--- config.mk ---
export PLATFORM = sky130hd
export DESIGN_NAME = voice_arbiter
export DESIGN_NICKNAME = d
export VERILOG_FILES = /design/src/rtl/voice_arbiter.sv
export SDC_FILE = /design/constraint.sdc
export NUM_CORES = 1
export LEC_CHECK = 0
export BUFFER_PORTS_ARGS = -buffer_cell sky130_fd_sc_hd__buf_2
export CAP_MARGIN = 20
export CORE_MARGIN = 2
export CORE_UTILIZATION = 41
export CTS_CLUSTER_SIZE = 28
export DETAILED_ROUTE_END_ITERATION = 12
export PLACE_DENSITY = 0.63
export SLEW_MARGIN = 10
export SYNTH_ARGS = -nofsm -noshare
export SYNTH_HDL_FRONTEND = slang
export SYNTH_SLANG_ARGS = --single-unit
--- constraint.sdc ---
create_clock -name clk_50M -period 6 [get_ports clk_50M]
set_input_delay 0.3 -clock clk_50M [delete_from_list [all_inputs] [get_ports clk_50M]]
set_output_delay 0.3 -clock clk_50M [all_outputs]
set_load 0.005 [all_outputs]
--- src/rtl/voice_arbiter.sv ---
// ---------------------------------------------------------------------------
// voice_arbiter
//
// Arbitrates voice-prompt requests from four requesters onto one player.
// Each requester owns a one-deep pending slot; the FSM picks a winner in
// round-robin order, strobes it to the player, then holds the player busy
// for PLAY_CYCLES followed by a silent guard of GAP_CYCLES.
//
// Ports
//   clk_50M          in   system clock, everything on the rising edge
//   s_rst            in   synchronous active-high reset
//   req[3:0]         in   one-cycle request strobe per requester
//   req_code[15:0]   in   voice codes, req_code[4i+3:4i] for requester i
//   flush            in   one-cycle strobe, discards every pending request
//   select_voice     out  voice code presented to the player
//   select_voice_en  out  one-cycle start strobe to the player
//   grant[3:0]       out  one-hot, one-cycle, requester being started
//   drop[3:0]        out  one-cycle, requester i's pending code overwritten
//   busy             out  high whenever the FSM is not IDLE
//   fsm_state[1:0]   out  debug view of the FSM state (IDLE/ISSUE/PLAY/GAP)
//
// Handshake: the player side is a fire-and-forget strobe. select_voice_en
// is high for exactly one cycle with select_voice valid in that same cycle;
// the player has no ready and must accept it. The arbiter guarantees the
// next strobe is at least PLAY_CYCLES+GAP_CYCLES+2 cycles later.
// ---------------------------------------------------------------------------
module voice_arbiter #(
  parameter int unsigned PLAY_CYCLES = 150_000_000,
  parameter int unsigned GAP_CYCLES  = 25_000_000
) (
  input  logic        clk_50M,
  input  logic        s_rst,
  input  logic [3:0]  req,
  input  logic [15:0] req_code,
  input  logic        flush,
  output logic [3:0]  select_voice,
  output logic        select_voice_en,
  output logic [3:0]  grant,
  output logic [3:0]  drop,
  output logic        busy,
  output logic [1:0]  fsm_state
);

  typedef enum logic [1:0] {
    S_IDLE  = 2'd0,
    S_ISSUE = 2'd1,
    S_PLAY  = 2'd2,
    S_GAP   = 2'd3
  } state_e;

  // Terminal counts; a zero-length phase is treated as one cycle for PLAY
  // and as "skip the phase" for GAP.
  localparam logic [27:0] PLAY_LAST = (PLAY_CYCLES == 0) ? 28'd0 : 28'(PLAY_CYCLES - 1);
  localparam logic [27:0] GAP_LAST  = (GAP_CYCLES  == 0) ? 28'd0 : 28'(GAP_CYCLES - 1);
  localparam bit          HAS_GAP   = (GAP_CYCLES != 0);

  // --------------------------------------------------------------------------
  // Registers
  // --------------------------------------------------------------------------
  state_e           state_q;
  logic [27:0]      cnt_q;
  logic [1:0]       last_grant_q;
  logic [3:0]       slot_vld_q;
  logic [3:0][3:0]  slot_code_q;
  logic [3:0]       sel_voice_q;
  logic             sel_en_q;
  logic [3:0]       grant_q;
  logic [3:0]       drop_q;
  logic             busy_q;

  // --------------------------------------------------------------------------
  // Round-robin winner search, starting one past the last grant.
  // --------------------------------------------------------------------------
  logic       win_found;
  logic [1:0] win_idx;
  logic [1:0] rr_cand;

  always_comb begin
    win_found = 1'b0;
    win_idx   = 2'd0;
    rr_cand   = 2'd0;
    for (int k = 1; k <= 4; k++) begin
      rr_cand = last_grant_q + 2'(k);
      if (!win_found && slot_vld_q[rr_cand]) begin
        win_found = 1'b1;
        win_idx   = rr_cand;
      end
    end
  end

  // The winner is picked and its slot cleared on the edge that enters ISSUE,
  // so the strobe, grant and code all appear together in the ISSUE cycle.
  logic       issue_now;
  logic [3:0] clr_vec;

  always_comb begin
    issue_now = (state_q == S_IDLE) && win_found;
    clr_vec   = issue_now ? (4'b0001 << win_idx) : 4'b0000;
  end

  // --------------------------------------------------------------------------
  // Pending-slot next state.
  // A new request beats a same-edge clear (the slot refills, no drop).
  // Flush beats everything, including a same-edge request.
  // --------------------------------------------------------------------------
  logic [3:0]      load_vec;
  logic [3:0]      slot_vld_d;
  logic [3:0][3:0] slot_code_d;
  logic [3:0]      drop_d;

  always_comb begin
    load_vec    = '0;
    slot_vld_d  = '0;
    slot_code_d = slot_code_q;
    drop_d      = '0;
    for (int i = 0; i < 4; i++) begin
      load_vec[i]   = req[i] && (req_code[4*i +: 4] != 4'd0) && !flush;
      slot_vld_d[i] = !flush && (load_vec[i] || (slot_vld_q[i] && !clr_vec[i]));
      if (load_vec[i]) begin
        slot_code_d[i] = req_code[4*i +: 4];
      end
      drop_d[i]     = load_vec[i] && slot_vld_q[i] && !clr_vec[i];
    end
  end

  // --------------------------------------------------------------------------
  // FSM, slots and registered outputs.
  // --------------------------------------------------------------------------
  always_ff @(posedge clk_50M) begin
    if (s_rst) begin
      state_q      <= S_IDLE;
      cnt_q        <= '0;
      last_grant_q <= 2'd3;
      slot_vld_q   <= '0;
      slot_code_q  <= '0;
      sel_voice_q  <= '0;
      sel_en_q     <= 1'b0;
      grant_q      <= '0;
      drop_q       <= '0;
      busy_q       <= 1'b0;
    end else begin
      slot_vld_q  <= slot_vld_d;
      slot_code_q <= slot_code_d;
      drop_q      <= drop_d;

      // Strobes default low; only the IDLE->ISSUE transition raises them.
      sel_en_q <= 1'b0;
      grant_q  <= '0;

      case (state_q)
        S_IDLE: begin
          if (win_found) begin
            state_q      <= S_ISSUE;
            cnt_q        <= '0;
            sel_en_q     <= 1'b1;
            grant_q      <= 4'b0001 << win_idx;
            sel_voice_q  <= slot_code_q[win_idx];
            last_grant_q <= win_idx;
            busy_q       <= 1'b1;
          end
        end

        S_ISSUE: begin
          state_q <= S_PLAY;
          cnt_q   <= '0;
        end

        S_PLAY: begin
          if (cnt_q == PLAY_LAST) begin
            cnt_q       <= '0;
            sel_voice_q <= '0;
            if (HAS_GAP) begin
              state_q <= S_GAP;
            end else begin
              state_q <= S_IDLE;
              busy_q  <= 1'b0;
            end
          end else begin
            cnt_q <= cnt_q + 28'd1;
          end
        end

        S_GAP: begin
          if (cnt_q == GAP_LAST) begin
            state_q <= S_IDLE;
            cnt_q   <= '0;
            busy_q  <= 1'b0;
          end else begin
            cnt_q <= cnt_q + 28'd1;
          end
        end

        default: begin
          state_q <= S_IDLE;
          cnt_q   <= '0;
          busy_q  <= 1'b0;
        end
      endcase
    end
  end

  assign select_voice    = sel_voice_q;
  assign select_voice_en = sel_en_q;
  assign grant           = grant_q;
  assign drop            = drop_q;
  assign busy            = busy_q;
  assign fsm_state       = state_q;

endmodule

==> results.json <==
{
  "total_power_mw": 0.994,
  "hold_viol": 0,
  "max_freq_mhz": 365,
  "synthArstFlopShare_pct": 0,
  "grtUsageTotal_pct": 17.3,
  "area_growth_syn_to_layout_pct": 13.4,
  "cts_tree": "built",
  "synth_area_mm2": 0.00300,
  "fin_crit_sh_pct": 45.6,
  "syn_avg_cell_area_um2": 9.22,
  "synth_simple_gate_area_share_pct": 23.1,
  "crit_chain": "or4b_1 > or4_4 > o41a_1 > nand3b_4 > nand2b_2 > o32ai_1",
  "maxSlewViolCount": 0,
  "grt_overflow": 0,
  "synth-main-ff-cell": "dfxtp_1",
  "leakage_nw": 1.31,
  "syn_inst": 326,
  "vias": 2343,
  "htree_levels": 3,
  "grt_pass1_wl_mm": 10.5,
  "ys_warn_count": 0,
  "relSlewSlack_pct": 42.7,
  "cts_buffer_depth": 2,
  "drive_gt1_share_pct": 17.8,
  "initial_core_util_pct": 41.9,
  "die_x_um": 89.6,
  "die-area_mm2": 0.00803,
  "fin_crit_ns": 2.74,
  "worstMarginPinSlew_ns": 0.851,
  "worstSetupStartpointType": "flip-flop",
  "clk_pin_slew_ns": 0.07,
  "yosys.area_share.xor_xnor_pct": 7.29,
  "antenna_found_initial": 0,
  "dp_hpwl_mm": 4.51,
  "synth_edf_count": 0,
  "rows": 31,
  "fin_nets": 393,
  "cts_made_buffers": 9,
  "worstSkewPairLatency_ns": 0.35,
  "wl_mm": 6.25,
  "synth_seq_cells": 66,
  "setup_slack_ns": 3.26,
  "core_area_mm2": 0.00718,
  "post-cts-setup-buffers": 0,
  "required_ns": 6.20,
  "drc": 0,
  "n_antenna_cell": 0,
  "fin_skew_ns": 0.00785,
  "firstDrtPassIters": 4,
  "postRouteAntennaNets": 0,
  "boundaryPins": 39,
  "finalSetupViolCount": 0,
  "dieHeight_um": 89.6,
  "power_density_mw_per_mm2": 292,
  "wl_per_cell_um": 13.3,
  "cp_max_fo": 26,
  "cts_resized": 0,
  "syn-num-nets": 354,
  "worstSetupEndpointType": "flip-flop",
  "drv_cap": 0,
  "seq_area_frac_synth_pct": 44.0,
  "cpMaxStageDelayCell": "or4b_1",
  "dp_slack_ns": 3.28,
  "synth_compound_area_share_pct": 10.9,
  "grt_pass1_vias": 2174,
  "grt_max_degree": 34,
  "via_per_inst": 5.00,
  "yosysUniqueCellTypes": 51,
  "ctsHoldBuffers": 0,
  "status": "finished clean",
  "cts.sinks": 66,
  "rsz0062_at_grt": "false",
  "cp.arrival_ns": 2.94,
  "critPathMaxStageDelay_ns": 0.53,
  "crit_family": "simple AND/OR/NAND/NOR gates",
  "path_class": "flip-flop to flip-flop",
  "portBuffers": 38,
  "synth_top_family_by_area": "simple AND/OR/NAND/NOR gates",
  "fin_util_pct": 47.5,
  "place_congestion": 0.857,
  "cp.buffers_inverters": 0,
  "fin_setup_tns_ns": 0,
  "min_path_type": "input port to flip-flop",
  "vdd_drop_max_mv": 0.148,
  "synth_adder_area_share_pct": 2.08,
  "drtIter0Drc": 111,
  "cts-root-buf": "clkbuf_8",
  "hold_ws_ns": 0.208,
  "synth_mux_area_share_pct": 9.37
}
==> power breakdown <==
group / internal, mW / leakage, nW / total (mW) / switching [mW]
registers: 0.464 / 0.536 / 0.486 / 0.0221
clock network: 0.148 / 0.0831 / 0.315 / 0.167
logic: 0.0781 / 0.694 / 0.193 / 0.115
==> metrics by stage <==
| stage | cell area, um^2 | instances |
|---|---|---|
| floorplan | 3000 | 326 |
| global placement | 3240 | 453 |
| CTS | 3410 | 469 |
| finish | 3410 | 469 |
| global route | 3410 | 469 |
| detailed placement | 3240 | 453 |
==> cells in the mapped netlist (5+ instances only) <==
library cell / instances / area [um^2]
dfxtp_1: 66 / 1320
nor2_1: 63 / 236
mux2i_1: 27 / 270
nand2_1: 21 / 78.8
xnor2_1: 13 / 114
xor2_1: 12 / 105
nand3_1: 11 / 55.1
a21oi_1: 10 / 50.1
clkbuf_1: 8 / 30.0
and3_1: 7 / 43.8
nor4_1: 6 / 37.5
o21ai_0: 6 / 30.0
ha_1: 5 / 62.6
inv_1: 5 / 18.8
nor3_1: 5 / 25.0
o22ai_1: 5 / 31.3
o41ai_1: 5 / 43.8
==> layout make-up <==
class / instances / area [um^2]
clock buffer: 11 / 131
clock inverter: 5 / 31.3
fill: 683 / 3770
inverter: 5 / 18.8
multi-input combinational: 244 / 1580
sequential: 66 / 1320
tap: 99 / 124
timing repair buffer: 39 / 198
==> kinds of logic after synthesis <==
kind of cell    count (synthesis)
compound gates                 45
xor+xnor                       25
fa+ha+maj                       5
mux                            28
simple gates                  141
buf+inv                        16
flops                          66
==> tightest hold or removal path, stage by stage <==
cell     delay [ns]
buf_2          0.09
mux2i_1        0.06
nor2_1         0.07
==> sequential cells by signal (all words and copies together) (netlist names) <==
name	flops
cnt_q	28
last_grant_q	2
busy	1
slot_code_q	16
drop	4
grant	4
slot_vld_q	4
select_voice	4
fsm_state	2
select_voice_en	1
==> worst paths after layout <==
path,from,to,slack [ns],cells after the start
hold reg to reg,select_voice[2],select_voice[2],0.46,1
setup / recovery,cnt_q[17],cnt_q[11],3.26,6
setup reg to reg,cnt_q[17],cnt_q[11],3.26,6
hold / removal,req_code[11],slot_code_q[11],0.21,3
==> placed cells by master, fill, tap and decap left out, types with 6 or more instances in the layout <==
cell type  instances
dfxtp_1           66
nand2_1           21
a21oi_1           10
mux2i_1           27
and3_1             7
nor4_1             6
xnor2_1           13
nand3_1           11
clkbuf_8           9
xor2_1            12
nor2_1            63
buf_2             38
==> routing by layer <==
metal / global-route usage [%] / up-vias / wire length [um]
met5: 0 / - / 0
met2: 24.1 / 42 / 2670
li1: - / 1220 / -
met3: 5.67 / 8 / 257
met1: 24.5 / 1073 / 3210
met4: 6.92 / 0 / 110
Power figures use the tool's default switching activity.
